--- config.mk ---
export PLATFORM = sky130hd
export DESIGN_NAME = accum_frame_packer
export DESIGN_NICKNAME = d
export VERILOG_FILES = /design/src/rtl/accum_frame_packer.sv
export SDC_FILE = /design/constraint.sdc
export NUM_CORES = 1
export LEC_CHECK = 0
export CORE_ASPECT_RATIO = 0.75
export CORE_MARGIN = 3
export CORE_UTILIZATION = 40
export CTS_CLUSTER_SIZE = 20
export DETAILED_ROUTE_END_ITERATION = 6
export PLACE_DENSITY = 0.59
export SKIP_LAST_GASP = 1
export SLEW_MARGIN = 40
export SYNTH_ARGS = -nofsm -noshare
export SYNTH_HDL_FRONTEND = slang
export SYNTH_SLANG_ARGS = --single-unit
--- constraint.sdc ---
create_clock -name clk -period 4.6 [get_ports clk]
set_input_delay 0.92 -clock clk [delete_from_list [all_inputs] [get_ports clk]]
set_output_delay 0.92 -clock clk [all_outputs]
set_load 0.005 [all_outputs]
--- src/rtl/accum_frame_packer.sv ---
// Frame packer: pops 16-bit words from a FWFT FIFO and sends them to a UART as
// byte frames (header, sequence number, big-endian words, 8-bit additive checksum).
module accum_frame_packer #(
    parameter int          WORDS_PER_FRAME  = 128,
    parameter logic [7:0]  HDR0             = 8'hA5,
    parameter logic [7:0]  HDR1             = 8'h5A,
    parameter int          UNDERRUN_TIMEOUT = 65535
) (
    input  logic        clk,
    input  logic        rst,
    input  logic        enable,
    input  logic [15:0] dataIn,
    input  logic        dataEmpty,
    output logic        dataRead,
    output logic [7:0]  txData,
    output logic        txValid,
    input  logic        txReady,
    output logic        frameDone,
    output logic        frameAbort,
    output logic [7:0]  seqNum
);

    localparam int WCW = (WORDS_PER_FRAME  > 1) ? $clog2(WORDS_PER_FRAME)  : 1;
    localparam int TCW = (UNDERRUN_TIMEOUT > 1) ? $clog2(UNDERRUN_TIMEOUT) : 1;

    typedef enum logic [2:0] {
        S_IDLE,
        S_HDR0,
        S_HDR1,
        S_SEQ,
        S_LOAD,
        S_SEND_HI,
        S_SEND_LO,
        S_CSUM
    } state_t;

    state_t           state_q,      state_d;
    logic [7:0]       tx_data_q,    tx_data_d;
    logic             tx_valid_q,   tx_valid_d;
    logic             frame_done_q, frame_done_d;
    logic             frame_abort_q, frame_abort_d;
    logic [7:0]       seq_q,        seq_d;
    logic [7:0]       csum_q,       csum_d;
    logic [WCW-1:0]   wcnt_q,       wcnt_d;
    logic [TCW-1:0]   tcnt_q,       tcnt_d;
    logic [15:0]      word_q,       word_d;
    logic             accept;

    function automatic logic [7:0] csum_add(input logic [7:0] acc, input logic [7:0] b);
        return acc + b;
    endfunction

    assign accept = tx_valid_q & txReady;

    // The pop strobe must coincide with the word being latched, so it is decoded
    // from the current state rather than registered; held low while in reset.
    assign dataRead   = rst & (state_q == S_LOAD) & ~dataEmpty;
    assign txData     = tx_data_q;
    assign txValid    = tx_valid_q;
    assign frameDone  = frame_done_q;
    assign frameAbort = frame_abort_q;
    assign seqNum     = seq_q;

    always_comb begin
        state_d       = state_q;
        tx_data_d     = tx_data_q;
        tx_valid_d    = tx_valid_q;
        frame_done_d  = 1'b0;
        frame_abort_d = 1'b0;
        seq_d         = seq_q;
        csum_d        = csum_q;
        wcnt_d        = wcnt_q;
        tcnt_d        = tcnt_q;
        word_d        = word_q;

        case (state_q)
            S_IDLE: begin
                if (enable && !dataEmpty) begin
                    state_d    = S_HDR0;
                    csum_d     = 8'h00;
                    tx_data_d  = HDR0;
                    tx_valid_d = 1'b1;
                end
            end
            S_HDR0: begin
                if (accept) begin
                    state_d   = S_HDR1;
                    tx_data_d = HDR1;
                end
            end
            S_HDR1: begin
                if (accept) begin
                    state_d   = S_SEQ;
                    tx_data_d = seq_q;
                end
            end
            S_SEQ: begin
                if (accept) begin
                    csum_d     = csum_add(csum_q, tx_data_q);
                    state_d    = S_LOAD;
                    tx_valid_d = 1'b0;
                    wcnt_d     = '0;
                    tcnt_d     = '0;
                end
            end
            S_LOAD: begin
                if (!dataEmpty) begin
                    word_d     = dataIn;
                    state_d    = S_SEND_HI;
                    tx_data_d  = dataIn[15:8];
                    tx_valid_d = 1'b1;
                    tcnt_d     = '0;
                end else if (tcnt_q == TCW'(UNDERRUN_TIMEOUT - 1)) begin
                    // Underrun: drop the partial frame, keep the sequence number
                    frame_abort_d = 1'b1;
                    state_d       = S_IDLE;
                    tcnt_d        = '0;
                end else begin
                    tcnt_d = tcnt_q + 1'b1;
                end
            end
            S_SEND_HI: begin
                if (accept) begin
                    csum_d    = csum_add(csum_q, tx_data_q);
                    state_d   = S_SEND_LO;
                    tx_data_d = word_q[7:0];
                end
            end
            S_SEND_LO: begin
                if (accept) begin
                    csum_d = csum_add(csum_q, tx_data_q);
                    if (wcnt_q == WCW'(WORDS_PER_FRAME - 1)) begin
                        // Checksum byte includes the low byte being accepted now
                        state_d   = S_CSUM;
                        tx_data_d = csum_add(csum_q, tx_data_q);
                        wcnt_d    = '0;
                    end else begin
                        wcnt_d     = wcnt_q + 1'b1;
                        state_d    = S_LOAD;
                        tx_valid_d = 1'b0;
                    end
                end
            end
            S_CSUM: begin
                if (accept) begin
                    frame_done_d = 1'b1;
                    seq_d        = seq_q + 8'd1;
                    state_d      = S_IDLE;
                    tx_valid_d   = 1'b0;
                end
            end
            default: begin
                state_d    = S_IDLE;
                tx_valid_d = 1'b0;
            end
        endcase
    end

    always_ff @(posedge clk) begin
        if (!rst) begin
            state_q       <= S_IDLE;
            tx_data_q     <= 8'h00;
            tx_valid_q    <= 1'b0;
            frame_done_q  <= 1'b0;
            frame_abort_q <= 1'b0;
            seq_q         <= 8'h00;
            csum_q        <= 8'h00;
            wcnt_q        <= '0;
            tcnt_q        <= '0;
        end else begin
            state_q       <= state_d;
            tx_data_q     <= tx_data_d;
            tx_valid_q    <= tx_valid_d;
            frame_done_q  <= frame_done_d;
            frame_abort_q <= frame_abort_d;
            seq_q         <= seq_d;
            csum_q        <= csum_d;
            wcnt_q        <= wcnt_d;
            tcnt_q        <= tcnt_d;
        end
        word_q <= word_d;
    end

endmodule

==> impl_results.md, run 1 <==
- First-pass GRT wire length: 13.63 mm
- Peak VDD IR: 0.1700 mV
- # DRC: 0
- DR vias: 2830
- Final setup viols: 0
- Outcome: finished clean
- Min Tclk post-route: 3.455 ns
- Worst Max-Slew Pin Slew: 0.7989 ns
- Slew margin rel.: 46.67%
- Via density: 5.380
- Clock sinks: 61
- Startpoint Class: input port
- Die span in x: 111.7 microns
- Flops & latches, synth: 61
- Final net count: 449
- Total congestion overflow: 0
- Power share of the combinational group: 7.2%
- Drt wl/cell: 15.66 microns
- H-Tree Depth: 3
- Clk network pwr share: 44.1%
- Layout cells sized above 1: 8.551%
- Slew Viols, Final: 0
- Total die area: 9532 sq um
- Core footprint: 8023 sq um
- Starting Density: 41.81%
- Syn nets: 410
- GPL Wtd Cong: 0.9183
- Drt first pass iters: 4
- Inserted Clock Buffers: 9
- DRT Wirelength: 8.237 mm
- Mapped Cells: 377
- Number of hold-repair buffers added at the cts stage: 0
- Final design area excluding fillers: 4028 sq um
- Fill cell count: 798
- Crit-path max FO: 5
- IO buf count: 40
- Area growth syn-to-layout: 20.07%
- Non-filler cells, final: 526
- Crit path DAT: 2.53 ns
- Critical path type: in2out
- Power Dens Cells: 280.6 nW/um^2
- DP HPWL: 5.958 mm
- HP Class: reg2reg
- Initial antenna violation count: 0
- Sw Ratio: 22.12%
- Post-synth EDFFs: 8
- Row Count: 28
- Tot GR Track Use: 18.11%
- Async SR Flop Fraction: 0%
- Setup bufs post-CTS: 0
- RSZ-0062 raised after global routing: false
- Yosys warnings: 0
- Mapped Avg Cell Area: 8.898 sq um
- Leak Pwr: 1.407 nW
- Antenna Cells: 0
- Cell variety after synth: 68
- Post-CTS resize count: 0
- Maximum root-to-sink buffer count: 2
- Share of the yosys chip area belonging to registers: 38.79%
- Worst setup margin: 1.145 ns
- Critical path required time: 3.68 ns
- Crit. End Element: primary output
- Vias in the first global route: 2646
- Hold Vio Cnt, Final: 0
- Root Buffer: clkbuf_8
- DRT antenna net count: 0
- Sw power: 0.0002500 W
- Worst Skew: 0.008260 ns
- Pin count of the biggest net entering global routing: 41
- Post-DP Area: 3821 sq um
- Placed insts: 510
- Pre-CTS setup slack: 1.146 ns
- DR iter-0 viols: 122
- CTS clock-pin slew for the worst setup and hold paths: 0.06 ns
- Fin crit share: 75.10%
- Maxcap violations: 0
- CTS tree: done
- Die H: 85.31 microns
- Clk_lat worst skew: 0.35 ns
- Setup TNS: 0 ns
- Register share of total power: 48.8%
- Fmax: 289.5 MHz
- Ys flop type: dfxtp_1
- Syn Std Cell Area: 3354 sq um
- Int Pwr: 0.0008802 W
- IO Pins: 41
==> layout make-up <==
class / instances / area, sq um / area share (%)
multi-input cells: 288 / 1917 / 47.59
flip-flops and latches: 61 / 1301 / 32.31
repair buffers: 43 / 422.9 / 10.50
clock buffers: 15 / 176.4 / 4.380
well taps: 105 / 131.4 / 3.262
inverters: 13 / 48.80 / 1.212
clock inverters: 1 / 30.03 / 0.7456
==> layer usage <==
layer  GRT usage, %  wire, microns  vias to the layer above
met3          6.130            353                        4
met2          27.26           3647                       48
met1          25.42           4181                     1343
met5              0              0                        -
li1               -              -                     1435
met4          3.646             54                        0
==> cells in the final DEF (no fill, tap or decap), drive strengths merged, types with 3 or more instances in the layout <==
cell type	count
nand3	13
a221oi	3
nor2	37
clkbuf	15
o221a	3
buf	3
a211oi	3
nor4	3
or3	5
xor2	9
and2	11
ha	11
a21boi	6
a31oi	5
clkdlybuf4s50	40
o21ai	21
inv	12
a22oi	7
o2bb2ai	3
nand2	28
nor3	13
and3	6
o21a	4
a21oi	22
dfxtp	53
edfxtp	8
xnor2	19
nand4	17
nor2b	12
==> worst paths after layout <==
check | from | end | slack (ns) | cells past startpoint
worst min register to register | csum_q[6]$_SDFFE_PN0P_ | csum_q[6]$_SDFFE_PN0P_ | 0.47 | 2
worst max register to register | state_q[2]$_SDFFE_PN0P_ | csum_q[2]$_SDFFE_PN0P_ | 1.96 | 7
worst min-delay path | csum_q[6]$_SDFFE_PN0P_ | csum_q[6]$_SDFFE_PN0P_ | 0.47 | 2
worst max-delay path | dataEmpty | dataRead | 1.15 | 4
==> per-stage QoR <==
step	hold slack, ns	util [%]	total power (W)
CTS	0.4742	50.20	0.001144
floorplan	0.4369	-	0.0006047
detailed placement	0.4594	47.63	0.0006433
finish	0.4665	50.20	0.001130
global route	0.4930	50.20	0.001178
global placement	0.4521	47.63	0.0006430
==> critical path, stage by stage <==
cell	delay, ns
clkdlybuf4s50_1	0.50
nor3_1	0.37
and3_1	0.24
clkdlybuf4s50_1	0.51
==> registers in the layout (all words and copies together) (netlist names) <==
name	cells
csum_q	8
frameAbort	1
frameDone	1
seqNum	8
state_q	3
tcnt_q	16
txData	8
txValid	1
wcnt_q	7
word_q	8
==> synthesized netlist by cell type, types with 3 or more instances <==
| cell type | instances | area [sq um] |
|---|---|---|
| a211oi_1 | 3 | 22.52 |
| a21boi_0 | 3 | 22.52 |
| a21oi_1 | 21 | 105.1 |
| a221oi_1 | 3 | 26.28 |
| a22oi_1 | 7 | 52.55 |
| a31oi_1 | 4 | 25.02 |
| and2_1 | 11 | 68.82 |
| and3_1 | 6 | 37.54 |
| buf_2 | 4 | 20.02 |
| buf_4 | 3 | 22.52 |
| clkbuf_1 | 5 | 18.77 |
| dfxtp_1 | 53 | 1061 |
| edfxtp_1 | 8 | 240.2 |
| ha_1 | 11 | 137.6 |
| inv_1 | 11 | 41.29 |
| nand2_1 | 28 | 105.1 |
| nand3_1 | 12 | 60.06 |
| nand4_1 | 14 | 87.58 |
| nor2_1 | 35 | 131.4 |
| nor2b_1 | 11 | 68.82 |
| nor3_1 | 13 | 65.06 |
| o21ai_0 | 15 | 75.07 |
| o21ai_1 | 6 | 30.03 |
| o221a_2 | 3 | 33.78 |
| or3_1 | 5 | 31.28 |
| xnor2_1 | 19 | 166.4 |
| xor2_1 | 9 | 78.83 |
==> power by group through the flow <==
stage / registers [W] / logic [W] / clock network, W
floorplan: 0.000560 / 0.0000449 / 0
global placement: 0.000563 / 0.0000800 / 0
detailed placement: 0.000563 / 0.0000802 / 0
CTS: 0.000551 / 0.0000806 / 0.000512
global route: 0.000552 / 0.0000875 / 0.000539
finish: 0.000551 / 0.0000809 / 0.000498
==> logic make-up after synthesis <==
logic type	share of synthesized area (%)
flip-flops	38.79
adder cells (fa/ha/maj)	4.700
multiplexers	1.268
buffers and inverters	4.065
XOR/XNOR	7.311
AO/OA/AOI/OAI	18.80
AND/OR/NAND/NOR	25.07
Note: power is estimated with default switching activity, not from simulation.
==> inputs of run 2 (changes only) <==
==> constraint.sdc (replaced) <==
create_clock -name clk -period 3.59 [get_ports clk]
set_input_delay 0.718 -clock clk [delete_from_list [all_inputs] [get_ports clk]]
set_output_delay 0.718 -clock clk [all_outputs]
set_load 0.005 [all_outputs]
==> run 2 against run 1 <==
  * Global-route usage is 0.14 points higher
  * Sequential share of layout area is 0.13 points higher
  * Final area is 0.40% lower
  * Clock power is 17% higher
  * Largest cell class unchanged
  * Setup slack worse by 0.62 ns
  * Register-to-register slack worse by 0.76 ns
  * Die area stayed put
  * Critical path depth stayed put
  * Hold slack better by 0.0010 ns
  * Non-clock buffer count is 1 higher
  * Power is 23% higher
  * Largest power group unchanged
==> impl_results.md, run 2 (synthesized netlist as in run 1, its figures left out) <==
- Via density: 5.323
- Fmax: 325.9 MHz
- Worst Hold Slack: 0.4675 ns
- Pin count of the biggest net entering global routing: 41
- Layout cells sized above 1: 8.768%
- Tot GR Track Use: 18.25%
- Startpoint Class: input port
- Number of hold-repair buffers added at the cts stage: 0
- IO buf count: 40
- Met1 usage: 25.66%
- Most frequent cells in the layout: dfxtp_1 (53), clkdlybuf4s50_1 (40), nor2_1 (35), nand2_1 (28), a21oi_1 (21)
- Row Count: 28
- Vias in the first global route: 2715
- Total congestion overflow: 0
- Crit-path max FO: 5
- Reg2reg start: state_q[2]$_SDFFE_PN0P_
- Total die area: 9532 sq um
- Clk_lat worst skew: 0.35 ns
- Most common cell after layout, fill and taps aside: dfxtp_1
- Power Dens Cells: 347.3 nW/um^2
- Initial antenna violation count: 0
- Inserted Clock Buffers: 9
- Setup bufs post-CTS: 0
- Bufs and invs on worst path: 2
- Post-CTS resize count: 0
- Critical path required time: 2.87 ns
- Final setup viols: 0
- Met3 Use GR: 4.918%
- Max FFs per register: 16
- Maxcap violations: 0
- Core footprint: 8023 sq um
- CTS clock-pin slew for the worst setup and hold paths: 0.06 ns
- First-pass GRT wire length: 13.70 mm
- DR vias: 2805
- Root Buffer: clkbuf_8
- Fill cell count: 770
- Clock sinks: 61
- HP Class: reg2reg
- Die H: 85.31 microns
- Crit path DAT: 2.35 ns
- GPL Wtd Cong: 0.9037
- Min Tclk post-route: 3.069 ns
- Slew Viols, Final: 0
- Setup TNS: 0 ns
- Starting Density: 41.81%
- Gr busiest metal: met2
- Crit-path leading delay family: buffers and inverters
- Fin crit share: 85.48%
- Most frequent CP cell: clkdlybuf4s50_1
- DR iter-0 viols: 174
- Outcome: finished clean
- Critical path cell sequence: clkdlybuf4s50_1, nor3_1, and3_1, clkdlybuf4s50_1
- Worst path max stage delay: 0.51 ns
- Leak Pwr: 1.399 nW
- Peak VDD IR: 0.2149 mV
- Biggest register: tcnt_q
- Drt first pass iters: 4
- CTS tree: done
- Slew margin rel.: 58.08%
- IO Pins: 41
- Hold Vio Cnt, Final: 0
- Maximum root-to-sink buffer count: 2
- Worst Max-Slew Pin Slew: 0.6246 ns
- DP HPWL: 5.884 mm
- Drt wl/cell: 15.46 microns
- DRT antenna net count: 0
- Crit. End Element: primary output
- Met2 usage: 26.66%
- Antenna Cells: 0
- Area growth syn-to-layout: 19.58%
- DRT Wirelength: 8.146 mm
- H-Tree Depth: 3
- Die span in x: 111.7 microns
- Hold Startpoint: wcnt_q[6]$_SDFFE_PN0P_
- # DRC: 0
- Worst Skew: 0.004315 ns
- RSZ-0062 raised after global routing: false
- Slowest CP cell: clkdlybuf4s50_1
- Final net count: 450
- Critical path launch point: dataEmpty
- Critical path type: in2out
## run 2: through the flow
stage | instance area (sq um) | utilization (%) | instances | setup slack, ns | total power (W)
detailed placement | 3829 | 47.72 | 511 | 0.5530 | 0.0008245
global placement | 3829 | 47.72 | 511 | 0.5733 | 0.0008242
finish | 4011 | 50.00 | 527 | 0.5212 | 0.001393
floorplan | 3354 | - | 377 | 1.480 | 0.0007748
global route | 4011 | 50.00 | 527 | 0.4609 | 0.001453
CTS | 4011 | 50.00 | 527 | 0.5416 | 0.001415
## run 2: power breakdown
part / internal (W) / leakage, nW / switching [W]
Clock: 0.000316 / 0.0907 / 0.000267
Sequential: 0.000697 / 0.500 / 0.00000886
Combinational: 0.0000524 / 0.808 / 0.0000519
Total: 0.00107 / 1.40 / 0.000328
## run 2: layout make-up
cell class                      count  area (sq um)  area share [%]
Clock buffer                       11         131.4           3.275
Clock inverter                      5         51.30           1.279
Inverter                           13         48.80           1.216
Multi-Input combinational cell    288          1917           47.79
Sequential cell                    61          1301           32.44
Tap cell                          105         131.4           3.275
Timing Repair Buffer               44         430.4           10.73
## run 2: routing by layer
metal  share of wire (%)  routed length, microns
met5                   0                       0
met1                  50                    4111
met3                 5.2                     423
met4                 1.5                     123
met2                  43                    3487
## run 2: worst register-to-register path, cell delays in order (launching register included)
cell,delay [ns]
dfxtp_1,0.66
and2b_1,0.37
o21ai_1,0.15
a21oi_2,0.53
a31oi_2,0.26
a22oi_1,0.24
nor2b_1,0.06
## run 2: path summary, 6_finish.rpt
kind,end,slack [ns],cells past startpoint
max,dataRead,0.52,4
min,wcnt_q[6]$_SDFFE_PN0P_,0.47,2
max reg2reg,csum_q[3]$_SDFFE_PN0P_,1.20,6
min reg2reg,wcnt_q[6]$_SDFFE_PN0P_,0.47,2
==> inputs of run 3 (changes only) <==
--- a/config.mk
+++ b/config.mk
@@ -6,7 +6,6 @@
 export NUM_CORES = 1
 export LEC_CHECK = 0
 export CORE_ASPECT_RATIO = 0.75
-export CORE_MARGIN = 3
 export CORE_UTILIZATION = 40
 export CTS_CLUSTER_SIZE = 20
 export DETAILED_ROUTE_END_ITERATION = 6
==> run 3 against run 2 <==
  * Setup slack gained 0.046 ns
  * Count of clock-buffer cells in the layout is the same
  * Clock skew grew 0.0093 ns
  * Highest routed layer unchanged
  * Largest cell class unchanged
  * Utilization is essentially flat
  * Sequential share of layout area is essentially flat
==> impl_results.md, run 3 (synthesized netlist as in run 1, its figures left out) <==
- Most frequent cells in the layout: dfxtp_1 (53), clkdlybuf4s50_1 (40), nor2_1 (35), nand2_1 (28), a21oi_1 (21)
- Critical path launch point: dataEmpty
- Worst Max-Slew Pin Slew: 0.8038 ns
- Initial antenna violation count: 0
- Outcome: finished clean
- Maxcap violations: 0
- First-pass GRT wire length: 13.47 mm
- Final net count: 449
- Number of hold-repair buffers added at the cts stage: 0
- IO buf count: 40
- Most frequent CP cell: clkdlybuf4s50_1
- Leak Pwr: 1.400 nW
- Final setup viols: 0
- Via density: 5.426
- Critical path cell sequence: clkdlybuf4s50_1, nor3_1, and3_1, clkdlybuf4s50_1
- Setup TNS: 0 ns
- Crit path DAT: 2.30 ns
- HP Class: reg2reg
- RSZ-0062 raised after global routing: false
- Crit-path max FO: 5
- Power Dens Cells: 353.9 nW/um^2
- Peak VDD IR: 0.2224 mV
- DR iter-0 viols: 184
- Crit. End Element: primary output
- CTS clock-pin slew for the worst setup and hold paths: 0.07 ns
- Critical path required time: 2.87 ns
- Total congestion overflow: 0
- Max FFs per register: 16
- Fill cell count: 750
- Hold Vio Cnt, Final: 0
- Slew margin rel.: 46.34%
- Row Count: 28
- Hold Startpoint: csum_q[6]$_SDFFE_PN0P_
- Post-CTS resize count: 0
- Min Tclk post-route: 3.023 ns
- Worst reg2reg setup slack: 1.04 ns
- # DRC: 0
- DRT Wirelength: 8.403 mm
- Final design area excluding fillers: 4014 sq um
- Tot GR Track Use: 20.63%
- DR vias: 2854
- Most common cell after layout, fill and taps aside: dfxtp_1
- Slowest CP cell: clkdlybuf4s50_1
- Worst Hold Slack: 0.4727 ns
- Worst Skew: 0.01358 ns
- Pre-CTS setup slack: 0.5841 ns
- Clk_lat worst skew: 0.36 ns
- Inserted Clock Buffers: 9
- Vias in the first global route: 2634
- CTS tree: done
- Core footprint: 8023 sq um
- Die H: 81.31 microns
- Crit-path leading delay family: buffers and inverters
- Clock sinks: 61
- Startpoint Class: input port
- Critical path type: in2out
- Fin crit share: 84.20%
- Pin count of the biggest net entering global routing: 41
- DRT antenna net count: 0
- DP HPWL: 6.035 mm
- Layout cells sized above 1: 8.789%
- Biggest register: tcnt_q
- Worst setup margin: 0.5674 ns
- Worst path max stage delay: 0.50 ns
- Bufs and invs on worst path: 2
- Root Buffer: clkbuf_8
- Starting Density: 41.81%
- Fmax: 330.8 MHz
- H-Tree Depth: 3
- Non-filler cells, final: 526
- Area growth syn-to-layout: 19.66%
- Post-DP Area: 3821 sq um
- Maximum root-to-sink buffer count: 2
- Die span in x: 107.7 microns
- Setup bufs post-CTS: 0
- Reg2reg start: state_q[1]$_SDFFE_PN0P_
- Total die area: 8760 sq um
- IO Pins: 41
- GPL Wtd Cong: 0.8547
- Drt first pass iters: 4
- Placed insts: 510
- Antenna Cells: 0
- Slew Viols, Final: 0
- Drt wl/cell: 15.98 microns
==> run 3: cell count changes in the layout (fill, tap and decap cells not counted), sizes merged <==
cell	previous run	this run
buf	4	3
==> run 3: metal layers <==
layer / vias to the layer above / wire, microns / global-route usage [%]
met5: - / 0 / 0
met4: 0 / 184 / 9.178
met3: 17 / 573 / 7.624
met2: 82 / 3535 / 29.55
met1: 1318 / 4109 / 27.52
li1: 1437 / - / -
==> run 3: cell type report <==
| type | instances | area, sq um | share of cell area (%) |
|---|---|---|---|
| Timing Repair Buffer | 43 | 422.9 | 10.54 |
| Tap cell | 105 | 131.4 | 3.273 |
| Clock inverter | 5 | 51.30 | 1.278 |
| Clock buffer | 11 | 141.4 | 3.522 |
| Sequential cell | 61 | 1301 | 32.42 |
| Inverter | 13 | 48.80 | 1.216 |
| Multi-Input combinational cell | 288 | 1917 | 47.76 |
==> run 3: report_power, final <==
part | switching, W | internal, W
clock | 0.000276 | 0.000335
combinational | 0.0000500 | 0.0000521
sequential | 0.0000113 | 0.000697
total | 0.000337 | 0.00108
==> run 3: worst reg2reg max path, stage by stage (launching register included) <==
cell,delay (ns)
dfxtp_1,0.85
and2b_1,0.36
o21ai_1,0.21
a21oi_2,0.20
a31oi_2,0.56
a22oi_1,0.14
nor2b_1,0.16
==> run 3: per-stage QoR <==
stage	power [W]	util [%]
2_1_floorplan	0.0007748	-
3_3_place_gp	0.0008237	47.63
3_5_place_dp	0.0008246	47.63
4_1_cts	0.001441	50.03
5_1_grt	0.001482	50.03
6_report	0.001420	50.03
==> run 3: final timing paths <==
| check | cells past startpoint | end |
|---|---|---|
| hold / removal | 2 | csum_q[6]$_SDFFE_PN0P_ |
| hold reg to reg | 2 | csum_q[6]$_SDFFE_PN0P_ |
| setup / recovery | 4 | dataRead |
| setup reg to reg | 6 | csum_q[5]$_SDFFE_PN0P_ |
